[config.mk]
export PLATFORM = sky130hd
export DESIGN_NAME = fetch_unit
export DESIGN_NICKNAME = d
export VERILOG_FILES = /design/src/rtl/mips_pkg.sv /design/src/rtl/fetch_skid_buffer.sv /design/src/rtl/fetch_unit.sv
export SDC_FILE = /design/constraint.sdc
export NUM_CORES = 1
export LEC_CHECK = 0
export ABC_AREA = 1
export CORE_ASPECT_RATIO = 0.6
export CORE_MARGIN = 8
export CORE_UTILIZATION = 58
export DETAILED_ROUTE_END_ITERATION = 10
export PLACE_DENSITY = 0.83
export SLEW_MARGIN = 10
export SYNTH_ARGS = -nofsm -noshare
export SYNTH_HDL_FRONTEND = slang
export SYNTH_SLANG_ARGS = --single-unit
[constraint.sdc]
create_clock -name clk -period 14.49 [get_ports clk]
set_input_delay 3.6225 -clock clk [delete_from_list [all_inputs] [get_ports clk]]
set_output_delay 3.6225 -clock clk [all_outputs]
set_load 0.01 [all_outputs]
[src/rtl/mips_pkg.sv]
// mips_pkg: shared constants and types for the MIPS fetch stage.
//   OPCODE_SPECIAL / FUNCT_SYSCALL : encoding used to detect a syscall word
//   INST_NOP                       : value presented on the IF output when empty
//   fetch_state_t                  : fetch FSM state encoding
//   fetch_entry_t                  : {inst, pc, halt} payload carried to IF/ID
package mips_pkg;

    localparam int unsigned XLEN = 32;

    localparam logic [5:0]      OPCODE_SPECIAL = 6'h00;
    localparam logic [5:0]      FUNCT_SYSCALL  = 6'h0C;
    localparam logic [XLEN-1:0] INST_NOP       = 32'h0000_0000;

    typedef enum logic [1:0] {
        ST_FETCH  = 2'd0,
        ST_DRAIN  = 2'd1,
        ST_HALTED = 2'd2
    } fetch_state_t;

    typedef struct packed {
        logic [XLEN-1:0] inst;
        logic [XLEN-1:0] pc;
        logic            halt;
    } fetch_entry_t;

    // True when the opcode/funct fields encode a syscall.
    function automatic logic is_syscall(input logic [5:0] opcode, input logic [5:0] funct);
        return (opcode == OPCODE_SPECIAL) && (funct == FUNCT_SYSCALL);
    endfunction

endpackage

[src/rtl/fetch_skid_buffer.sv]
// fetch_skid_buffer: one-entry holding register for a fetched {inst, pc, halt}
// that arrived while the IF output registers were stalled.
//   i_clk, i_rst : clock, asynchronous active-high reset
//   i_load       : capture i_entry (wins over i_unload)
//   i_unload     : entry consumed, mark empty
//   i_flush      : discard contents (wins over everything)
//   i_entry      : payload to capture
//   o_valid      : buffer holds an entry
//   o_entry      : held payload
module fetch_skid_buffer
    import mips_pkg::*;
(
    input  logic         i_clk,
    input  logic         i_rst,
    input  logic         i_load,
    input  logic         i_unload,
    input  logic         i_flush,
    input  fetch_entry_t i_entry,
    output logic         o_valid,
    output fetch_entry_t o_entry
);

    logic         r_valid;
    fetch_entry_t r_entry;

    // Occupancy and payload of the single entry.
    always_ff @(posedge i_clk or posedge i_rst) begin
        if (i_rst) begin
            r_valid <= 1'b0;
            r_entry <= '0;
        end else if (i_flush) begin
            r_valid <= 1'b0;
        end else if (i_load) begin
            r_valid <= 1'b1;
            r_entry <= i_entry;
        end else if (i_unload) begin
            r_valid <= 1'b0;
        end
    end

    assign o_valid = r_valid;
    assign o_entry = r_entry;

endmodule

[src/rtl/fetch_unit.sv]
// fetch_unit: instruction-fetch stage, producer side of the IF/ID register.
// Owns the PC, issues word reads over a req/ack handshake, buffers one word
// while decode stalls, handles branch/jump redirects and stops after a syscall.
//   clk, rst              : clock, asynchronous active-high reset
//   stall_id              : decode cannot accept; hold IF outputs
//   redirect_valid/_pc    : taken branch/jump; flush and refetch at target
//   imem_req/_addr        : read request and word address (held until ack)
//   imem_ack/_rdata       : read completion and instruction word
//   inst_if/pc_if         : instruction and its PC toward IF/ID
//   inst_valid_if         : inst_if holds a real instruction
//   halted_controller_if  : inst_if is a syscall
module fetch_unit
    import mips_pkg::*;
#(
    parameter logic [31:0] RESET_PC = 32'h0000_0000
) (
    input  logic        clk,
    input  logic        rst,
    input  logic        stall_id,
    input  logic        redirect_valid,
    input  logic [31:0] redirect_pc,
    output logic        imem_req,
    output logic [31:0] imem_addr,
    input  logic        imem_ack,
    input  logic [31:0] imem_rdata,
    output logic [31:0] inst_if,
    output logic        inst_valid_if,
    output logic [31:0] pc_if,
    output logic        halted_controller_if
);

    localparam logic [XLEN-1:0] PC_STEP       = XLEN'(4);
    localparam logic [XLEN-1:0] PC_ALIGN_MASK = {{(XLEN-2){1'b1}}, 2'b00};
    localparam logic [XLEN-1:0] RESET_PC_WORD = RESET_PC & PC_ALIGN_MASK;

    fetch_state_t    r_state;
    logic [XLEN-1:0] r_pc;
    logic [XLEN-1:0] r_addr;
    logic            r_req;

    logic [XLEN-1:0] r_inst;
    logic [XLEN-1:0] r_pc_out;
    logic            r_valid;
    logic            r_halt;

    logic            w_skid_valid;
    fetch_entry_t    w_skid_entry;
    fetch_entry_t    w_fetched;

    logic [XLEN-1:0] w_redirect_target;
    logic [XLEN-1:0] w_pc_inc;
    logic            w_ack;
    logic            w_ack_fetch;
    logic            w_out_free;
    logic            w_skid_load;
    logic            w_skid_unload;
    logic            w_skid_full_next;
    logic            w_out_valid_next;
    logic            w_raise_req;

    assign w_redirect_target = redirect_pc & PC_ALIGN_MASK;
    assign w_pc_inc          = r_pc + PC_STEP;

    // An ack only counts against a request we actually have outstanding.
    assign w_ack       = r_req && imem_ack;
    assign w_ack_fetch = w_ack && (r_state == ST_FETCH) && !redirect_valid;

    // Output registers can take a new word if empty or being consumed now.
    assign w_out_free = !r_valid || !stall_id;

    assign w_fetched.inst = imem_rdata;
    assign w_fetched.pc   = r_addr;
    assign w_fetched.halt = is_syscall(imem_rdata[31:26], imem_rdata[5:0]);

    // Skid takes the word when the output is blocked, or to keep ordering
    // behind an entry that is being moved out in the same cycle.
    assign w_skid_load   = w_ack_fetch && (!w_out_free || w_skid_valid);
    assign w_skid_unload = !redirect_valid && w_out_free && w_skid_valid;

    // Occupancy after this edge; used to decide whether to issue a new read.
    assign w_skid_full_next = !redirect_valid &&
                              (w_skid_load || (w_skid_valid && !w_skid_unload));
    assign w_out_valid_next = !redirect_valid &&
                              (!w_out_free || w_skid_valid || w_ack_fetch);

    // Only request when the returning word is guaranteed a place to land.
    assign w_raise_req = !w_skid_full_next && !(w_out_valid_next && stall_id);

    // Fetch FSM, program counter and request/address registers.
    always_ff @(posedge clk or posedge rst) begin
        if (rst) begin
            r_state <= ST_FETCH;
            r_pc    <= RESET_PC_WORD;
            r_addr  <= RESET_PC_WORD;
            r_req   <= 1'b0;
        end else if (redirect_valid) begin
            r_pc <= w_redirect_target;
            // An unacked read must still complete; its data is thrown away.
            if (r_req && !imem_ack) begin
                r_state <= ST_DRAIN;
            end else begin
                r_state <= ST_FETCH;
                r_req   <= 1'b1;
                r_addr  <= w_redirect_target;
            end
        end else begin
            case (r_state)
                ST_FETCH: begin
                    if (w_ack) begin
                        r_pc <= w_pc_inc;
                        if (w_fetched.halt) begin
                            r_state <= ST_HALTED;
                            r_req   <= 1'b0;
                        end else begin
                            r_req  <= w_raise_req;
                            r_addr <= w_pc_inc;
                        end
                    end else if (!r_req) begin
                        r_req  <= w_raise_req;
                        r_addr <= r_pc;
                    end
                end
                ST_DRAIN: begin
                    if (w_ack) begin
                        r_state <= ST_FETCH;
                        r_req   <= w_raise_req;
                        r_addr  <= r_pc;
                    end
                end
                ST_HALTED: begin
                    r_req <= 1'b0;
                end
                default: begin
                    r_state <= ST_FETCH;
                    r_req   <= 1'b0;
                end
            endcase
        end
    end

    // IF output registers: skid entry drains first, then fresh memory data.
    always_ff @(posedge clk or posedge rst) begin
        if (rst) begin
            r_inst   <= INST_NOP;
            r_pc_out <= '0;
            r_valid  <= 1'b0;
            r_halt   <= 1'b0;
        end else if (redirect_valid) begin
            r_inst  <= INST_NOP;
            r_valid <= 1'b0;
            r_halt  <= 1'b0;
        end else if (w_out_free) begin
            if (w_skid_valid) begin
                r_inst   <= w_skid_entry.inst;
                r_pc_out <= w_skid_entry.pc;
                r_halt   <= w_skid_entry.halt;
                r_valid  <= 1'b1;
            end else if (w_ack_fetch) begin
                r_inst   <= w_fetched.inst;
                r_pc_out <= w_fetched.pc;
                r_halt   <= w_fetched.halt;
                r_valid  <= 1'b1;
            end else begin
                r_inst  <= INST_NOP;
                r_valid <= 1'b0;
                r_halt  <= 1'b0;
            end
        end
    end

    fetch_skid_buffer u_skid (
        .i_clk    (clk),
        .i_rst    (rst),
        .i_load   (w_skid_load),
        .i_unload (w_skid_unload),
        .i_flush  (redirect_valid),
        .i_entry  (w_fetched),
        .o_valid  (w_skid_valid),
        .o_entry  (w_skid_entry)
    );

    assign imem_req             = r_req;
    assign imem_addr            = r_addr;
    assign inst_if              = r_inst;
    assign pc_if                = r_pc_out;
    assign inst_valid_if        = r_valid;
    assign halted_controller_if = r_halt;

endmodule

; Word-level counts from Yosys, hierarchy flattened
; Cells that the tools add are included.
; Widths: inputs -> output; s select.
[op_classes]
n_reduce_logical = 39
div = 0
n_bitwise = 1
muxes = 40
addsub = 1
n_eq_ne = 10
order_cmp = 0
mul = 0
n_shift = 0
[ops]
columns = cell, n
row1 = $mux 32, 15
row2 = $pmux 32 s2, 1
row3 = $add 32x3->32 const B, 1
row4 = $mux 1, 18
row5 = $logic_and 1x1->1, 13
row6 = $logic_not 1->1, 8
row7 = $mux 2, 4
row8 = $ne 4x4->1 const B, 2
row9 = $reduce_bool 2->1, 4
row10 = $eq 6x4->1 const B, 1
row11 = $logic_not 6->1, 1
row12 = $ne 3x3->1 const B, 2
row13 = $pmux 2 s3, 1
row14 = $reduce_and 2->1, 3
row15 = $reduce_bool 3->1, 2
row16 = $reduce_and 5->1, 1
row17 = $logic_or 1x1->1, 4
row18 = $ne 2x2->1 const B, 2
row19 = $reduce_and 4->1, 1
row20 = $ne 3x2->1 const B, 1
row21 = $reduce_and 3->1, 1
row22 = $eq 2x1->1 const B, 1
row23 = $eq 2x2->1 const B, 1
row24 = $logic_not 2->1, 1
row25 = other kinds (2), 2
[totals]
inputBits = 69
mem_bits_rw = 0
latch_bits = 0
wordCells = 103
out_inout_bits = 99
register_bits = 199
mem_count = 0
rom_bits = 0

; Depth between registers and ports, before layout
; Gate-level depths: netlist (run 1).
[logic_depth]
word_depth = 14
mapped_depth = 11
ltp_nobuf = 10

; By module
; From an unflattened synthesis (run 1), not the netlist that was laid out.
[hier_totals]
cells_unflattened = 1329
area_unflattened_um2 = 10158.5
[modules_own_cells]
columns = module, cells_each, area_per_inst_um2, instances, seq_area_each_um2
row1 = fetch_unit, 1041, 7549.7, 1, 3253.1
row2 = fetch_skid_buffer, 288, 2608.8, 1, 1651.6

; Least setup slack after synthesis (run 1)
; No wires, ideal clock.
[synth_timing]
kind = in2reg
startpoint = input redirect_valid
endpoint = register r_addr[16], in the netlist imem_addr[16]
path_stages = 11
setup_time_ps = 126
required_ps = 14364
path_slack_ps = 9703
path_buffers = 3
arrival_ps = 4662
path_cell_list = buf_4 > inv_2 > nand2_1 > nor2_1 > nor2_2 > nand3_2 > inv_2 > buf_4 > buf_6 > nor2_1 > a21oi_2
[synth_between]
elab_chain_len = 2
elab_cells_between_ends = 7
classes_between = 4 x eq/ne / 1 x mux / 2 x reduce/logical
[synth_rtl]
columns = item, line_no
row1 = "start, declared", fetch_unit.sv:20  ; input logic redirect_valid,
row2 = "$ne 4x4->1 (no source line), or another cell as far along", --
row3 = $reduce_and 5->1 (no source line), --
row4 = "end signal, assigned", fetch_unit.sv:104  ; r_addr <= w_redirect_target;
row5 = "end signal, assigned", fetch_unit.sv:116  ; r_addr <= w_pc_inc;
row6 = "end signal, assigned", fetch_unit.sv:120  ; r_addr <= r_pc;
row7 = "end, declared", fetch_unit.sv:38  ; logic [XLEN-1:0] r_addr;
; Parallel ways exist; a longest one is shown, timed or not.
; A chain may end at the register's enable or synchronous reset.

; Final worst setup path (run 1)
[layout_timing]
startpoint = input imem_ack
endpoint = register r_addr[10], in the netlist imem_addr[10]
[layout_between]
elab_chain_len = 4
elab_cells_between_ends = 11
classes_between = 4 x eq/ne / 3 x mux / 4 x reduce/logical
[layout_rtl]
columns = item, line_no
row1 = "start, declared", fetch_unit.sv:24  ; input logic imem_ack,
row2 = $logic_and 1x1->1 or $logic_not 1->1 (tied branches), "fetch_unit.sv:65, fetch_unit.sv:99"
row3 = $mux 32 or $logic_and 1x1->1 (tied branches), "fetch_unit.sv:109, fetch_unit.sv:99"
row4 = $pmux 32 s2 or $ne 2x2->1 (tied branches), --
row5 = $mux 32 or $reduce_and 5->1 (tied branches), --
; Parallel ways exist; a longest one is shown, timed or not.

==> metrics, run 1 <==
worst skew pair latency 0.43 ns; RSZ-0062 raised after global routing no; antenna cell count 0; final setup fails 0; type of the worst setup path input pin to flip-flop; top post-synthesis cells by area dfrtp_1, nand2_1, o21ai_0; Worst VDD drop 80.3 uV; Fin Setup TNS 0 ns; Initial Util 59.2%; PortBufs 165; placed insts 1,531; crit path from imem_ack; Area Growth Syn to Fin 19.9%; final core occ 71.0%; drt wl/cell 18.9 um; largest area contributor in the netlist dfrtp_1; H-tree Lvls 4; r2r startpoint r_state[0]; GPL Wtd Cong 0.944; initial antenna violation count 0; R2R setup slack 11.05 ns; post-cts sizing count 0; IO Pins 168; Period Utilization, post-route 46.5%; First DRT Iteration DRCs 1,273; GRT Residual Overflow 0; synthesized flop and latch total 194; syn_area_per_cell 8.23 sq um; min-delay worst type flip-flop to flip-flop; via count 9,010; number of synthesis warnings 0; post-synth top area share 48.0%; Detailed Routing Iterations Pass 1 6; core area 0.0171 sq mm; crit path max fanout 38; final net count 1,386; register area share after synthesis 48.0%; maxcap violations 0; Rows 37; Final Cell Area 0.0121 sq mm; die height 118 um; first-pass GRT wire length 47,200 um; die area 0.0221 sq mm; ys async rst share 100%; share of post-route cells with drive strength above 1 9.10%; critical hold path startpoint u_skid.o_entry[61]; count leader, synth nand2_1; post-synthesis net count 1,298; Power, Total 1.75 mW; vias in the first global route 8,410; total setup buffers inserted after CTS 0; Synth Instances 1,228; Die X-Extent 186 um; Root Buffer clkbuf_16; deepest clock path buffer count 2; commonest cells in the netlist nand2_1, dfrtp_1, nor2_1; Power Density 144 mW/mm^2; Cell Area, Synth 0.0101 sq mm; clk slew on worst S/H paths 0.08 ns; gr usage total 26.0%; Num CTS Buffers 17; crit end category flip-flop; Worst Max-Slew Pin Slew 1.12 ns; largest net degree at the start of global routing 126; outcome finished, final reports clean; Critical Path AT 7.00 ns; Pleak 5.60 nW; Vias/cell 5.76; Post-Layout Cell Count 1,563; Critical Path Sink imem_addr[10]; Post-route DRC 0; Peak Freq 149 MHz; cts hold-fix bufs 0; Slew HR 25.2%; CP startpoint kind input pin; time the worst path needs with I/O delays and setup 6.73 ns; Reg2Reg Depth 8; dpl hpwl 19,700 um; fill cell count 1,317; clk sinks 194; area post-placement 0.0115 sq mm; TritonCTS clock tree done; Final Max Slew Viols 0; top_reg_cell synth dfrtp_1; final hold violation count 0; Yosys cell types 35; Post-synth EDFFs 0; Critical Path RT 14.76 ns; DRT Wirelength 29,500 um; Final ANT Viol Nets 0; RR Endpoint imem_addr[10]; Worst Skew 0.0211 ns
-- area by class of cell --
class                           instances  area, sq um  area share, %
Clock inverter                         14          183           1.51
Tap cell                              234          293           2.41
Inverter                               86          330           2.72
Timing Repair Buffer                  172         1700           14.0
Clock buffer                           18          429           3.54
Multi-Input combinational cell        845         4340           35.8
Sequential cell                       194         4860           40.0
-- sequential cells by signal (all words and copies together), names as in the netlist --
register,flops
halted_controller_if,1
imem_addr,31
imem_req,1
inst_if,32
inst_valid_if,1
pc_if,31
r_pc,30
r_state,2
u_skid.o_entry,64
u_skid.o_valid,1
-- placed cells by master (no fill, tap or decap), drive strengths merged, types with 3 or more instances in the layout --
master	n
nand3	74
xor2	3
mux2	47
o22ai	4
xnor2	6
o21ai	116
buf	8
nand2	283
nor2	155
a22oi	5
a31oi	36
or2	5
dfrtp	194
o221ai	4
clkinv	8
clkbuf	18
a21oi	93
o211ai	4
inv	91
clkdlybuf4s50	164
-- logic make-up after synthesis --
| logic type | count (synthesis) | synth area share (%) |
|---|---|---|
| AOI/OAI and AO/OA | 265 | 14.5 |
| xor gates and xnor gates | 9 | 0.780 |
| adders and majority gates | 1 | 0.124 |
| buffers and inverters | 189 | 9.13 |
| DFF | 194 | 48.0 |
| muxes | 47 | 6.53 |
| and+or+nand+nor | 523 | 20.9 |
-- power breakdown --
group | total (mW) | switching, mW | leakage [nW] | internal [mW]
registers | 0.787 | 0.109 | 2.38 | 0.678
logic | 0.473 | 0.230 | 2.92 | 0.243
clock network | 0.492 | 0.241 | 0.298 | 0.250
total | 1.75 | 0.580 | 5.60 | 1.17
-- metrics by stage --
step	hold slack (ns)	setup WS, ns
floorplan	0.448	5.58
global placement	0.461	7.46
detailed placement	0.468	7.45
CTS	0.489	7.85
global route	0.504	7.59
finish	0.490	7.76
-- per-layer routing --
| layer | vias up | GRT usage, % | part of all wire (%) |
|---|---|---|---|
| met5 | - | 0 | 0 |
| met4 | 0 | 5.29 | 1.0 |
| met3 | 29 | 6.69 | 10 |
| met2 | 459 | 36.4 | 42 |
| met1 | 4332 | 39.8 | 47 |
| li1 | 4190 | - | - |
-- worst min path at each step --
stage | to | slack, ns | cells after the start
finish | u_skid.o_entry[61] | 0.49 | 2
global route | u_skid.o_entry[9] | 0.50 | 2
CTS | u_skid.o_entry[33] | 0.49 | 2
detailed placement | u_skid.o_entry[33] | 0.47 | 2
global placement | u_skid.o_entry[33] | 0.46 | 2
floorplan | u_skid.o_entry[64] | 0.45 | 2
-- worst max-delay path: stages --
cell             delay, ns
clkdlybuf4s50_1       0.50
nand2_1               0.09
inv_2                 0.07
nand2_2               0.08
nor2_4                0.84
nand3_1               0.33
nand3_2               0.54
inv_2                 0.47
nand3_1               0.30
o21ai_0               0.12
(Power assumes the default switching activity.)
==> run 2: changes to the inputs <==
Settings changed: CORE_UTILIZATION 58 to 49, PLACE_DENSITY 0.83 to 0.74.
Clock period 14.49 ns to 6.15 ns, I/O delays scaled along.
==> run 2 against run 1 <==
- routed wire length grew 0.29%
- critical endpoint is now imem_addr[18]
- clock skew decreased by 0.013 ns
- sequential power is 140% higher
- power increased by 130%
- critical path type unchanged
- largest cell class unchanged
- final area rose by 0.39%
- hold slack got worse by 0.0033 ns
==> metrics, run 2 (same netlist as run 1, synthesis figures left out) <==
Critical Path RT 6.46 ns (was 14.76 ns); CP Cell Sequence clkdlybuf4s50_1 > nand2_1 > inv_2 > nand2_2 > nor2_4 > nand3_1 > nand3_2 > buf_4 > inv_2 > buf_4 > nor2_1 > a21oi_2 (was clkdlybuf4s50_1 > nand2_1 > inv_2 > nand2_2 > nor2_4 > nand3_1 > nand3_2 > inv_2 > nand3_1 > o21ai_0); outcome finished, final reports clean (unchanged); RSZ-0062 raised after global routing no (unchanged); clk sinks 194 (unchanged); final net count 1,395 (was 1,386); Slowest-stage cell, CP clkdlybuf4s50_1 (was nor2_4); Fin Setup TNS 0 ns (unchanged); leading cell type in the layout, fill and taps excluded nand2_1 (unchanged); first-pass GRT wire length 47,600 um (was 47,200 um); Setup WS pre-CTS 1.88 ns (was 7.45 ns); dpl hpwl 20,700 um (was 19,700 um); final setup fails 0 (unchanged); initial antenna violation count 2 (was 0); CP startpoint kind input pin (unchanged); GRT Residual Overflow 0 (unchanged); Post-route DRC 0 (unchanged); Worst VDD drop 217 uV (was 80.3 uV); post-route worst setup slack 2.28 ns (was 7.76 ns); Final Max Slew Viols 0 (unchanged); Largest register FFs 64 (unchanged); First DRT Iteration DRCs 914 (was 1,273); worst skew pair latency 0.43 ns (about the same); cts hold-fix bufs 0 (unchanged); Slew HR 26.9% (was 25.2%); H-tree Lvls 4 (unchanged); Rows 40 (was 37); Root Buffer clkbuf_16 (unchanged); TritonCTS clock tree done (unchanged); Worst Skew 0.00861 ns (was 0.0211 ns); Vias/cell 5.51 (was 5.76); deepest clock path buffer count 2 (unchanged); post-cts sizing count 0 (unchanged); core area 0.0201 sq mm (was 0.0171 sq mm); Die X-Extent 201 um (was 186 um); drt wl/cell 18.4 um (was 18.9 um); Period Utilization, post-route 62.9%; Critical Path AT 4.18 ns (was 7.00 ns); commonest cells after routing, fill and taps aside nand2_1, dfrtp_1, clkdlybuf4s50_1 (unchanged); Power Density 329 mW/mm^2 (was 144 mW/mm^2); Worst Max-Slew Pin Slew 1.09 ns (was 1.12 ns); min-delay worst type flip-flop to flip-flop (unchanged); crit-path max cell delay 0.51 ns (was 0.84 ns); Initial Util 50.3% (was 59.2%); PortBufs 165 (unchanged); gr usage total 23.0% (was 26.0%); type of the worst setup path input pin to flip-flop (unchanged); Pleak 5.61 nW (was 5.60 nW); die area 0.0256 sq mm (was 0.0221 sq mm); IO Pins 168 (unchanged); Peak Freq 258 MHz; Num CTS Buffers 17 (unchanged); Final ANT Viol Nets 0 (unchanged); antenna cell count 0 (unchanged); clk slew on worst S/H paths 0.07 ns (was 0.08 ns); R2R setup slack 3.46 ns (was 11.05 ns); share of post-route cells with drive strength above 1 9.57% (was 9.10%); maxcap violations 0 (unchanged); delay-heaviest family, CP buffers and inverters (was simple AND/OR/NAND/NOR gates); GPL Wtd Cong 0.947 (was 0.944); vias in the first global route 8,585 (was 8,410); Area Growth Syn to Fin 20.4% (was 19.9%); via count 8,871 (was 9,010); total setup buffers inserted after CTS 0 (unchanged); DRT Wirelength 29,600 um (was 29,500 um); worst path buffer plus inverter count 5 (was 3); time the worst path needs with I/O delays and setup 3.87 ns; die height 127 um (was 118 um); final hold violation count 0 (unchanged); crit end category flip-flop (unchanged); largest net degree at the start of global routing 103 (was 126); crit path max fanout 24 (was 38); Detailed Routing Iterations Pass 1 5 (was 6)
[run 2: per-layer routing]
metal / up-vias / global-route usage, % / part of all wire [%]
li1: 4196 / - / -
met5: - / 0 / 0.091
met4: 4 / 5.35 / 1.4
met1: 4244 / 35.0 / 49
met3: 36 / 6.89 / 9.5
met2: 391 / 31.1 / 40
[run 2: power breakdown]
part           switching [mW]  internal (mW)
Sequential              0.251           1.60
Clock                   0.497          0.542
Combinational           0.538          0.579
Total                    1.29           2.72
[run 2: cell type report]
cell class / instances / area [sq um]
Timing Repair Buffer: 181 / 1780
Sequential cell: 194 / 4860
Multi-Input combinational cell: 845 / 4340
Clock buffer: 21 / 460
Tap cell: 273 / 342
Clock inverter: 10 / 73.8
Inverter: 86 / 327
Fill cell: 1766 / 7940
[run 2: path summary, 6_finish.rpt]
| check | cells past startpoint | endpoint | startpoint |
|---|---|---|---|
| max in group asynchronous | 3 | u_skid.o_entry[19] | rst |
| min in group asynchronous | 2 | u_skid.o_entry[63] | rst |
| min | 2 | u_skid.o_entry[64] | u_skid.o_entry[64] |
| min reg2reg | 2 | u_skid.o_entry[64] | u_skid.o_entry[64] |
| max reg2reg | 10 | imem_addr[18] | r_state[0] |
| max | 12 | imem_addr[18] | imem_ack |
[run 2: worst register-to-register path: stages (launching register included)]
cell and delay (ns):
dfrtp_1 0.42, nor2_2 0.16, nand2_2 0.11, nor2_4 0.48, nand3_1 0.22, nand3_2 0.09, buf_4 0.32, inv_2 0.28
buf_4 0.28, nor2_1 0.15, a21oi_2 0.05
[run 2: per-stage QoR]
step | power [mW] | hold slack (ns) | cell area, sq um | instances | utilization [%]
after floorplan | 2.52 | 0.448 | 10100 | 1228 | -
after global placement | 2.93 | 0.463 | 11600 | 1579 | 57.9
after detailed placement | 2.98 | 0.468 | 11600 | 1579 | 57.9
after CTS | 4.02 | 0.491 | 12200 | 1610 | 60.5
after global routing | 4.23 | 0.513 | 12200 | 1610 | 60.5
final | 4.01 | 0.487 | 12200 | 1610 | 60.5
